`src/rtl/sal_bank_timer.sv`:
```
// Per-bank DRAM state/timing tracker: legal-command flags for the scheduler.
// Flags are combinational from registered state; illegal_cmd pulses one cycle after the offending command.
module sal_bank_timer #(
  parameter int ROW_AW = 14,
  parameter int TW     = 8
) (
  input  logic              clk,
  input  logic              rst_n,
  input  logic [TW-1:0]     t_rcd,
  input  logic [TW-1:0]     t_rp,
  input  logic [TW-1:0]     t_ras,
  input  logic [TW-1:0]     t_rfc,
  input  logic [TW-1:0]     t_rtp,
  input  logic [TW-1:0]     t_wtp,
  input  logic              cmd_valid,
  input  logic [2:0]        cmd_type,
  input  logic [ROW_AW-1:0] cmd_row,
  output logic              act_ok,
  output logic              rdwr_ok,
  output logic              pre_ok,
  output logic              ref_ok,
  output logic              is_open,
  output logic [ROW_AW-1:0] open_row,
  output logic              illegal_cmd
);

  typedef enum logic [1:0] {
    CLOSED      = 2'd0,
    OPEN        = 2'd1,
    PRECHARGING = 2'd2,
    REFRESHING  = 2'd3
  } state_t;

  state_t            state_q, state_d;
  logic [TW-1:0]     rcd_cnt_q, rcd_cnt_d;
  logic [TW-1:0]     ras_cnt_q, ras_cnt_d;
  logic [TW-1:0]     rp_cnt_q, rp_cnt_d;
  logic [TW-1:0]     pw_cnt_q, pw_cnt_d;
  logic [ROW_AW-1:0] open_row_q, open_row_d;
  logic              illegal_q, illegal_d;

  logic is_act, is_rd, is_wr, is_pre, is_ref;
  logic [TW-1:0] pw_dec, rtp_ld, wtp_ld;

  // Load value so the gated command is first legal max(T,1) cycles after issue.
  function automatic logic [TW-1:0] load_val(input logic [TW-1:0] t);
    return (t == '0) ? '0 : t - 1'b1;
  endfunction

  function automatic logic [TW-1:0] sat_dec(input logic [TW-1:0] c);
    return (c == '0) ? '0 : c - 1'b1;
  endfunction

  assign act_ok      = (state_q == CLOSED);
  assign ref_ok      = (state_q == CLOSED);
  assign rdwr_ok     = (state_q == OPEN) && (rcd_cnt_q == '0);
  assign pre_ok      = (state_q == CLOSED) ||
                       ((state_q == OPEN) && (ras_cnt_q == '0) && (pw_cnt_q == '0));
  assign is_open     = (state_q == OPEN);
  assign open_row    = open_row_q;
  assign illegal_cmd = illegal_q;

  assign is_act = cmd_valid && (cmd_type == 3'd1);
  assign is_rd  = cmd_valid && (cmd_type == 3'd2);
  assign is_wr  = cmd_valid && (cmd_type == 3'd3);
  assign is_pre = cmd_valid && (cmd_type == 3'd4);
  assign is_ref = cmd_valid && (cmd_type == 3'd5);

  assign pw_dec = sat_dec(pw_cnt_q);
  assign rtp_ld = load_val(t_rtp);
  assign wtp_ld = load_val(t_wtp);

  always_comb begin
    state_d    = state_q;
    rcd_cnt_d  = sat_dec(rcd_cnt_q);
    ras_cnt_d  = sat_dec(ras_cnt_q);
    rp_cnt_d   = sat_dec(rp_cnt_q);
    pw_cnt_d   = pw_dec;
    open_row_d = open_row_q;
    illegal_d  = 1'b0;

    if (((state_q == PRECHARGING) || (state_q == REFRESHING)) && (rp_cnt_q == '0)) begin
      state_d = CLOSED;
    end

    if (is_act) begin
      if (act_ok) begin
        state_d    = OPEN;
        open_row_d = cmd_row;
        rcd_cnt_d  = load_val(t_rcd);
        ras_cnt_d  = load_val(t_ras);
        pw_cnt_d   = '0;
      end else begin
        illegal_d = 1'b1;
      end
    end

    // Read/write extend the precharge hold-off; never shorten it.
    if (is_rd || is_wr) begin
      if (rdwr_ok) begin
        if (is_rd) pw_cnt_d = (rtp_ld > pw_dec) ? rtp_ld : pw_dec;
        else       pw_cnt_d = (wtp_ld > pw_dec) ? wtp_ld : pw_dec;
      end else begin
        illegal_d = 1'b1;
      end
    end

    if (is_pre) begin
      if (!pre_ok) begin
        illegal_d = 1'b1;
      end else if (state_q == OPEN) begin
        state_d  = PRECHARGING;
        rp_cnt_d = load_val(t_rp);
      end
    end

    if (is_ref) begin
      if (ref_ok) begin
        state_d  = REFRESHING;
        rp_cnt_d = load_val(t_rfc);
      end else begin
        illegal_d = 1'b1;
      end
    end
  end

  always_ff @(posedge clk or negedge rst_n) begin
    if (!rst_n) begin
      state_q    <= CLOSED;
      rcd_cnt_q  <= '0;
      ras_cnt_q  <= '0;
      rp_cnt_q   <= '0;
      pw_cnt_q   <= '0;
      open_row_q <= '0;
      illegal_q  <= 1'b0;
    end else begin
      state_q    <= state_d;
      rcd_cnt_q  <= rcd_cnt_d;
      ras_cnt_q  <= ras_cnt_d;
      rp_cnt_q   <= rp_cnt_d;
      pw_cnt_q   <= pw_cnt_d;
      open_row_q <= open_row_d;
      illegal_q  <= illegal_d;
    end
  end

endmodule

```
`config.mk`:
```
export PLATFORM = sky130hd
export DESIGN_NAME = sal_bank_timer
export DESIGN_NICKNAME = d
export VERILOG_FILES = /design/src/rtl/sal_bank_timer.sv
export SDC_FILE = /design/constraint.sdc
export NUM_CORES = 1
export LEC_CHECK = 0
export CAP_MARGIN = 20
export CELL_PAD_IN_SITES_DETAIL_PLACEMENT = 0
export CELL_PAD_IN_SITES_GLOBAL_PLACEMENT = 2
export CORE_MARGIN = 4
export CORE_UTILIZATION = 30
export CTS_CLUSTER_DIAMETER = 40
export DETAILED_ROUTE_END_ITERATION = 8
export HOLD_SLACK_MARGIN = 0.12
export PLACE_DENSITY = 0.83
export SLEW_MARGIN = 20
export SYNTH_ARGS = -nofsm -noshare
export SYNTH_HDL_FRONTEND = slang
export SYNTH_SLANG_ARGS = --single-unit
```
`constraint.sdc`:
```
create_clock -name clk -period 4.72 [get_ports clk]
set_clock_uncertainty 0.05 [all_clocks]
set_input_delay 0.708 -clock clk [delete_from_list [all_inputs] [get_ports clk]]
set_output_delay 0.708 -clock clk [all_outputs]
set_load 0.01 [all_outputs]
```
==> reports/qor.csv, run 1 <==
stage,metric,value,unit
die,die_w,123,um
layout,drive_gt1_frac,0.0596,
drt,wirelength,10900,um
yosys,ys.flop_type,dfrtp_1,
die,num_rows,41,
outcome,status,"finished, final reports clean",
power,power_frac_seq,0.316,
drt,drt-initial-drc-count,146,
worst_setup_path,cpMostUsedCell,ha_1,
cts,cts_inserted_buffers,5,
global_route,gr-usage-met3,0.0462,
power,cellLeakagePower,2.16,nW
cts,clockRootBuffer,clkbuf_16,
die,start_util,0.311,
drt,drc,0,
yosys,syn_nets,577,
global_route,met2_usage,0.253,
timing,worstMarginPinSlew,982,ps
worst_setup_path,cp_max_fo,9,
yosys,ys_types,59,
timing,rsz0062_at_grt,false,
die,core_area,0.0128,sq mm
worst_setup_path,end_kind,flip-flop,
die,dieArea,0.0152,sq mm
placement,port_buffers,87,
power,comb_power_share,0.504,
drt,antenna_left,0,
layout,n_fill_cell,1315,
timing,setup_ws,642,ps
global_route,top_usage_layer,met2,
global_route,grt_pass1_vias,3775,
power,worst_ir_drop_vdd,0.000221,V
cts,clock_latency,290,ps
cts,clockBufferDepth,2,
cts,cts.sinks,49,
global_route,gr-usage-met1,0.178,
placement,dp_hpwl,8890,um
timing,slew_viol_final,0,
yosys,synth_edf_count,0,
global_route,track_usage,0.145,
drt,wl_per_cell,14.7,um
yosys,ys_seq_area_frac,0.307,
die,ios,88,
timing,setup_tns,0,ps
power,power_density,488,mW/mm^2
drt,vias,3710,
worst_setup_path,worstPathRequired,4820,ps
cts,cts_resized,0,
timing,fmax,0.245,GHz
cts,post_cts_buffers,0,
worst_hold_path,hold_class,reg -> reg,
power,cellInternalPower,0.00155,W
yosys,synth-seq-cells,49,
placement,dp_slack,318,ps
power,swShare,0.396,
cts,cts_tree,done,
worst_setup_path,start_kind,input pin,
power,p_switching,0.00101,W
timing,min_period,4080,ps
cts,holdBufCountCts,0,
cts,htreeDepth,2,
drt,firstDrtPassIters,4,
global_route,grt_max_degree,50,
global_route,antenna_found_initial,0,
worst_setup_path,critPathMaxStageDelay,560,ps
timing,slew_headroom,0.340,
yosys,synth_warnings,0,
layout,antenna_cells,0,
worst_setup_path,crit_path_cell_trace,clkdlybuf4s50_1 -> inv_1 -> ha_1 -> nor3b_1 -> and2_1 -> nor2_1 -> ha_1 -> nand4_1 -> or2_2 -> o32a_4 -> a211oi_4 -> o21ai_0,
timing,period_share,0.864,
layout,fin_nets,665,
global_route,gr-total-overflow,0,
timing,hold_viol,0,
yosys,ys_async_sr_fraction,1.00,
cts,cts.reportedPaths.clkPinSlew,70,ps
worst_setup_path,crit_type,in -> reg,
layout,area_growth,31.4,%
worst_setup_path,worst_ep_arrival_time,4180,ps
yosys,netlist_area,0.00399,sq mm
placement,gp_congestion,0.832,
yosys,synth.avg_cell_area,8.30,sq um
timing,finalSetupViolations,0,
power,power_frac_clock,0.180,
drt,vias_per_cell,5.00,
worst_setup_path,critPathSlowestCell,nor3b_1,
yosys,syn-instance-count,481,
die,dieHeight,123,um
job,maxCapViolCount,0,
global_route,grt_pass1_wl,17900,um
==> layer usage <==
metal | vias up | wire [um]
met5 | - | 0
met4 | 0 | 93
met3 | 8 | 772
met2 | 88 | 5240
met1 | 1719 | 4770
li1 | 1895 | -
==> registers in the layout, summed over array words and instances (netlist names) <==
register     count
open_row        14
pw_cnt_q         8
ras_cnt_q        8
rcd_cnt_q        8
rp_cnt_q         8
state_q          2
illegal_cmd      1
==> power by group through the flow <==
stage / Clock [W] / Combinational [W] / Sequential, W
after global routing: 0.000494 / 0.00145 / 0.000840
after CTS: 0.000470 / 0.00130 / 0.000809
after detailed placement: 0 / 0.00128 / 0.000814
after global placement: 0 / 0.00127 / 0.000807
final: 0.000459 / 0.00129 / 0.000809
after floorplan: 0 / 0.000861 / 0.000795
==> placed cells by master (no fill, tap or decap), types with 3 or more instances in the layout <==
| cell | n |
|---|---|
| a211oi_1 | 5 |
| a21o_1 | 5 |
| a21oi_1 | 24 |
| and2_1 | 3 |
| buf_4 | 3 |
| clkbuf_16 | 5 |
| clkdlybuf4s50_1 | 86 |
| dfrtp_1 | 49 |
| ha_1 | 28 |
| inv_1 | 30 |
| mux2i_1 | 6 |
| nand2_1 | 69 |
| nand2b_1 | 6 |
| nand3_1 | 13 |
| nand3b_1 | 3 |
| nand4_1 | 5 |
| nor2_1 | 40 |
| nor2b_1 | 4 |
| nor3_1 | 22 |
| nor3_2 | 3 |
| nor3b_1 | 6 |
| nor4_1 | 6 |
| o211ai_1 | 6 |
| o21ai_0 | 9 |
| o21bai_1 | 3 |
| o22ai_1 | 22 |
| o31ai_1 | 9 |
| or2_2 | 6 |
| or3_1 | 11 |
| xnor2_1 | 26 |
| xor2_1 | 19 |
==> cell type report <==
cell class | count | area, sq um | area share
inverters | 31 | 116 | 0.0222
multi-input cells | 392 | 2610 | 0.497
clock buffers | 5 | 125 | 0.0238
well taps | 172 | 215 | 0.0410
flip-flops and latches | 49 | 1230 | 0.234
repair buffers | 90 | 888 | 0.169
clock inverters | 3 | 65.1 | 0.0124
==> Yosys cell counts (2+ instances only) <==
cell      count  area (sq um)
a211oi_1      5          37.5
a21o_1        5          37.5
a21oi_1      24           120
a31oi_1       2          12.5
and2_1        3          18.8
buf_1         2          7.51
clkbuf_1      5          18.8
dfrtp_1      49          1230
ha_1         28           350
inv_1        30           113
mux2i_1       6          60.1
nand2_1      69           259
nand2_4       2          22.5
nand2b_1      6          37.5
nand3_1      13          65.1
nand3b_1      3          22.5
nand4_1       5          31.3
nand4b_1      2          17.5
nor2_1       40           150
nor2b_1       4          25.0
nor3_1       23           115
nor3_2        2          20.0
nor3b_1       6          45.0
nor4_1        6          37.5
o211ai_1      6          45.0
o21a_1        2          15.0
o21ai_0       9          45.0
o21bai_1      3          22.5
o221ai_1      2          17.5
o22ai_1      22           138
o31ai_1       9          67.6
o32a_1        2          20.0
o32ai_1       2          17.5
or2_2         6          37.5
or3_1        11          68.8
xnor2_1      26           228
xor2_1       19           166
==> cell families (layout without fill, tap and decap cells) <==
| group | after synthesis | count (layout) | synth area share |
|---|---|---|---|
| simple gates | 210 | 210 | 0.272 |
| compound gates | 102 | 102 | 0.176 |
| flops | 49 | 49 | 0.307 |
| xor+xnor | 45 | 45 | 0.0987 |
| buf+inv | 40 | 129 | 0.0404 |
| fa+ha+maj | 28 | 28 | 0.0877 |
| mux | 7 | 7 | 0.0179 |
==> worst paths after layout <==
path / to / slack (ps) / cells after the start / from
max: pw_cnt_q[6] / 640 / 12 / t_rtp[0]
min: open_row[4] / 430 / 2 / open_row[4]
max reg2reg: pw_cnt_q[6] / 920 / 10 / pw_cnt_q[2]
min reg2reg: open_row[4] / 430 / 2 / open_row[4]
max in group asynchronous: open_row[2] / 3700 / 2 / rst_n
min in group asynchronous: rp_cnt_q[1] / 480 / 2 / rst_n
==> worst max-delay path: cells and delay by family <==
family,cells,cell delay (ps)
simple gates,5,1490
compound gates,3,860
fa+ha+maj,2,460
buf+inv,2,650
==> through the flow <==
stage | hold slack, ps | instances | area, sq um | power [W] | utilization
4_1_cts | 438 | 742 | 5250 | 0.00258 | 0.409
6_report | 435 | 742 | 5250 | 0.00256 | 0.409
5_1_grt | 466 | 742 | 5250 | 0.00278 | 0.409
3_5_place_dp | 415 | 734 | 5060 | 0.00210 | 0.394
2_1_floorplan | 362 | 481 | 3990 | 0.00166 | -
3_3_place_gp | 408 | 734 | 5060 | 0.00208 | 0.394
No activity file was read; power rests on OpenSTA's default activity.
==> run 2: changes to the inputs <==
--- a/config.mk
+++ b/config.mk
@@ -10,6 +10,7 @@
 export CELL_PAD_IN_SITES_GLOBAL_PLACEMENT = 2
 export CORE_MARGIN = 4
 export CORE_UTILIZATION = 30
+export CTS_BUF_LIST = sky130_fd_sc_hd__clkbuf_16
 export CTS_CLUSTER_DIAMETER = 40
 export DETAILED_ROUTE_END_ITERATION = 8
 export HOLD_SLACK_MARGIN = 0.12
==> results of run 2 <==
The final DEF is identical to that of run 1; final timing and power are the same.
==> edit 1, RTL diff (config.mk and constraints of run 1) <==
Encoding of `state_t`: now one-hot (4 bits for 4 states).
--- a/src/rtl/sal_bank_timer.sv
+++ b/src/rtl/sal_bank_timer.sv
@@ -24,11 +24,11 @@
   output logic              illegal_cmd
 );
 
-  typedef enum logic [1:0] {
-    CLOSED      = 2'd0,
-    OPEN        = 2'd1,
-    PRECHARGING = 2'd2,
-    REFRESHING  = 2'd3
+  typedef enum logic [3:0] {
+    CLOSED      = 4'b0001,
+    OPEN        = 4'b0010,
+    PRECHARGING = 4'b0100,
+    REFRESHING  = 4'b1000
   } state_t;
 
   state_t            state_q, state_d;
Formal check against the unedited RTL: same outputs for any inputs over 4 cycles, from zero or initial values and one cycle with rst_n low; so few cycles prove little.
==> edit 1 against run 1 <==
  * Critical path depth is 1 lower
  * Highest routed layer unchanged
  * Die area fell by 1.2%
  * Setup slack got worse by 0.13 ns
  * Global-route usage decreased by 0.52 points
  * Routed wire length decreased by 5.4%
  * Worst hold slack worse by 0.0013 ns
  * Area after synthesis decreased by 1.3%
  * Design area shrank 0.86%
  * Sequential cell count increased by 2
Power is not compared: it rests on default switching activity, and its combinational part moved more than twofold at a synthesized area within 25%.
==> edit 1: results (changes against run 1) <==
status complete, no violations; placed cell areas 0.00505 mm2 (about the same); nets 670 (+0.75%); crit path to pw_cnt_q[2]$_DFF_PN0_; r2r setup slk 0.68 ns (-0.24 ns); reg2reg start pw_cnt_q[0]$_DFF_PN0_; metal3 WL 337 um (-56%); Hold WS 0.433 ns (-0.00128 ns); Setup Fix Bufs, Post-CTS 0 (unchanged); slew margin rel. 43.4% (+9.4 points); initial antenna violation count 0 (unchanged); syn_nets 576 (-0.17%); slowest stage delay, CP 0.78 ns (+0.22 ns); pin count of the biggest net entering global routing 52 (+4.0%); CTS Buf Count 5 (unchanged); fill count 1346 (+2.4%); CP startpoint t_rtp[2]; worst setup slack after placement 0.245 ns (-0.0727 ns); Routed WL per cell 13.8 um (-6.1%); DRT iter0 DRCs 132 (-9.6%); CP max stage cell a2111oi_0; met2 wire len 4900 um (-6.6%); Peak Freq 0.237 GHz (-3.2%); Tot GR Track Use 14.0% (-0.52 points); critical path arrival 4.37 ns (+0.19 ns); HPWL after DPL 8280 um (-6.9%); largest cells by area after synthesis dfrtp_1 32%, ha_1 8.9%, nand2_1 7.2%, xnor2_1 6.2%, nor2_1 3.6%; GPL Wtd Cong 0.825 (-0.84%); worst skew pair latency 0.29 ns (about the same); global-route wire length before repair 17300 um (-3.4%); worst-case reg-to-reg path depth 12 (+2); post-synth cell types 58 (-1.7%); Worst R2R End pw_cnt_q[2]$_DFF_PN0_; Seq/Total Area, Yosys 32.4% (+1.7 points); Synth top cells by count 76 x nand2_1, 50 x dfrtp_1, 38 x nor2_1; vias after detailed routing 3759 (+1.3%); wl on met1 4940 um (+3.7%); asr flop ratio synth 100% (unchanged); crit path max fanout 5 (-4); Internal 812 uW; delay-heaviest family, CP simple AND/OR/NAND/NOR gates; fraction of layout cells with a size suffix above 1 5.91% (-0.052 points)
-- edit 1: changes by cell type after synthesis, moves of 6 or more --
cell	change
or3_1	-7
o22ai_1	-7
o21ai_0	+12
nor4b_1	+7
xor2_1	-6
nand2_1	+7
o31ai_1	-6
-- edit 1: logic make-up after synthesis --
group	synth area share (%)
and+or+nand+nor	27.5
adders and majority gates	8.89
DFF	32.4
AOI/OAI and AO/OA	16.4
muxes	1.94
buffers and inverters	3.74
xor gates and xnor gates	9.11
-- edit 1: worst min path at each step --
stage                       startpoint                 endpoint  depth (start not counted)
2_1_floorplan                    rst_n    illegal_cmd$_DFF_PN0_                          0
3_3_place_gp   open_row[9]$_DFFE_PN0P_  open_row[9]$_DFFE_PN0P_                          2
3_5_place_dp   open_row[7]$_DFFE_PN0P_  open_row[7]$_DFFE_PN0P_                          2
4_1_cts        open_row[1]$_DFFE_PN0P_  open_row[1]$_DFFE_PN0P_                          2
5_1_grt        open_row[2]$_DFFE_PN0P_  open_row[2]$_DFFE_PN0P_                          2
6_report       open_row[7]$_DFFE_PN0P_  open_row[7]$_DFFE_PN0P_                          2
-- edit 1: through the flow --
step           cells  utilization [%]
4_1_cts          747             40.9
5_1_grt          747             40.9
6_report         747             40.9
3_3_place_gp     739             39.7
3_5_place_dp     739             39.7
2_1_floorplan    480                -
-- edit 1: layout make-up --
type	instances	area, um2	share of cell area (%)
clock buffer	5	125	2.41
clock inverter	3	23.8	0.457
inverter	31	116	2.24
multi-input combinational	391	2520	48.5
sequential	51	1280	24.6
tap	172	215	4.14
timing repair buffer	94	918	17.7
-- edit 1: layer usage --
| layer | GRT usage [%] | up-vias |
|---|---|---|
| met1 | 18.6 | 1768 |
| met4 | 3.22 | 0 |
| li1 | - | 1915 |
| met5 | 0 | - |
| met3 | 2.35 | 11 |
| met2 | 23.9 | 65 |
==> edit 2, RTL diff (config.mk and constraints of run 1) <==
Without the edit above. Set the parameter `TW` to 7 (it was 8).
--- a/src/rtl/sal_bank_timer.sv
+++ b/src/rtl/sal_bank_timer.sv
@@ -2,7 +2,7 @@
 // Flags are combinational from registered state; illegal_cmd pulses one cycle after the offending command.
 module sal_bank_timer #(
   parameter int ROW_AW = 14,
-  parameter int TW     = 8
+  parameter int TW     = 7
 ) (
   input  logic              clk,
   input  logic              rst_n,
Ports: changed (6 resized); port bits go from 88 to 82. No check against the original RTL was run, so the function may have changed too.
==> edit 2 against run 1 <==
  * Sequential cell count shrank 4
  * Cell count shrank 13%
  * Area after synthesis shrank 12%
  * Total power shrank 17%
  * Setup slack gained 0.29 ns
  * Global-route usage shrank 0.76 points
  * Design area shrank 12%
  * Routed wire length shrank 15%
  * Combinational power shrank 18%
  * Largest cell class unchanged
==> edit 2: results (changes against run 1) <==
status complete, no violations; Slew @ Worst Pin 0.886 ns (-0.0958 ns); metal3 WL 396 um (-49%); crit path max fanout 6 (-3); Sw Ratio 38.0% (-1.5 points); class of the worst hold path in2async; wl on met1 4340 um (-9.0%); nets 592 (-11%); CP max stage cell or4_1; fraction of layout cells with a size suffix above 1 4.17% (-1.8 points); largest cells by area after synthesis dfrtp_1 32%, ha_1 10%, nand2_1 7.1%, xnor2_1 5.7%, xor2_1 3.5%; vias after detailed routing 3284 (-11%); Placed Instances 638 (-13%); min setup slack post-route 0.935 ns (+0.293 ns); Mapped Cells 421 (-12%); Tot GR Track Use 13.8% (-0.76 points); GPL Wtd Cong 0.840 (+0.93%); placed cell areas 0.00445 mm2 (-12%); grt met1 use 18.6% (+0.86 points); peak supply drop 151 uV (-31%); input/output buffers 81 (-6.9%); critical path arrival 3.92 ns (-0.26 ns); routed wire length 9250 um (-15%); Seq/Total Area, Yosys 32.1% (+1.4 points); DR vias/cell 5.08 (+1.7%); GR met3 Demand/Resource 2.25% (-2.4 points); HPWL after DPL 7480 um (-16%); r2r setup slk 1.43 ns (+0.51 ns); pin count of the biggest net entering global routing 46 (-8.0%); worst setup slack after placement 0.652 ns (+0.334 ns); global-route wire length before repair 15100 um (-16%); met2 Usage GRT 23.1% (-2.2 points); Synth top cells by count 66 x nand2_1, 45 x dfrtp_1, 32 x nor2_1; syn_nets 511 (-11%); total leakage power 1.94 nW (-10%); met2 wire len 4420 um (-16%); post-synth cell types 51 (-14%)
## edit 2: cell count changes after synthesis, moves of 5 or more
cell / run 1 / this run
o211ai_1: 6 / 0
nor2_1: 40 / 32
o21a_1: 2 / 7
xor2_1: 19 / 14
o22ai_1: 22 / 13
mux2i_1: 6 / 0
a21oi_1: 24 / 10
## edit 2: power by group through the flow
stage	Sequential (mW)	Combinational, mW	Clock [mW]
6_report	0.660	1.06	0.400
5_1_grt	0.683	1.19	0.425
4_1_cts	0.659	1.06	0.408
3_5_place_dp	0.665	1.06	0
3_3_place_gp	0.663	1.05	0
2_1_floorplan	0.645	0.740	0
## edit 2: logic make-up after synthesis
kind of cell             count (synthesis)  synth area share, %
AO/OA/AOI/OAI                           76                 14.8
AND/OR/NAND/NOR                        199                 29.4
flip-flops                              45                 32.1
XOR/XNOR                                37                 9.25
buffers and inverters                   35                 4.14
multiplexers                             1                0.321
adder cells (fa/ha/maj)                 28                 10.0
## edit 2: worst paths after layout
path	to	startpoint	depth (start not counted)
setup / recovery	pw_cnt_q[1]$_DFF_PN0_	t_wtp[3]	11
hold / removal	rp_cnt_q[0]$_DFF_PN0_	rst_n	1
setup reg to reg	pw_cnt_q[1]$_DFF_PN0_	pw_cnt_q[3]$_DFF_PN0_	10
hold reg to reg	ras_cnt_q[0]$_DFF_PN0_	ras_cnt_q[0]$_DFF_PN0_	1
max in group asynchronous	rcd_cnt_q[2]$_DFF_PN0_	rst_n	1
min in group clk	ras_cnt_q[0]$_DFF_PN0_	ras_cnt_q[0]$_DFF_PN0_	1
## edit 2: area by class of cell
cell class	count	area (um2)
inverter	27	101
timing repair buffer	82	816
clock buffer	6	129
tap	143	179
clock inverter	2	38.8
sequential	45	1130
fill	1210	6800
multi-input combinational	341	2230
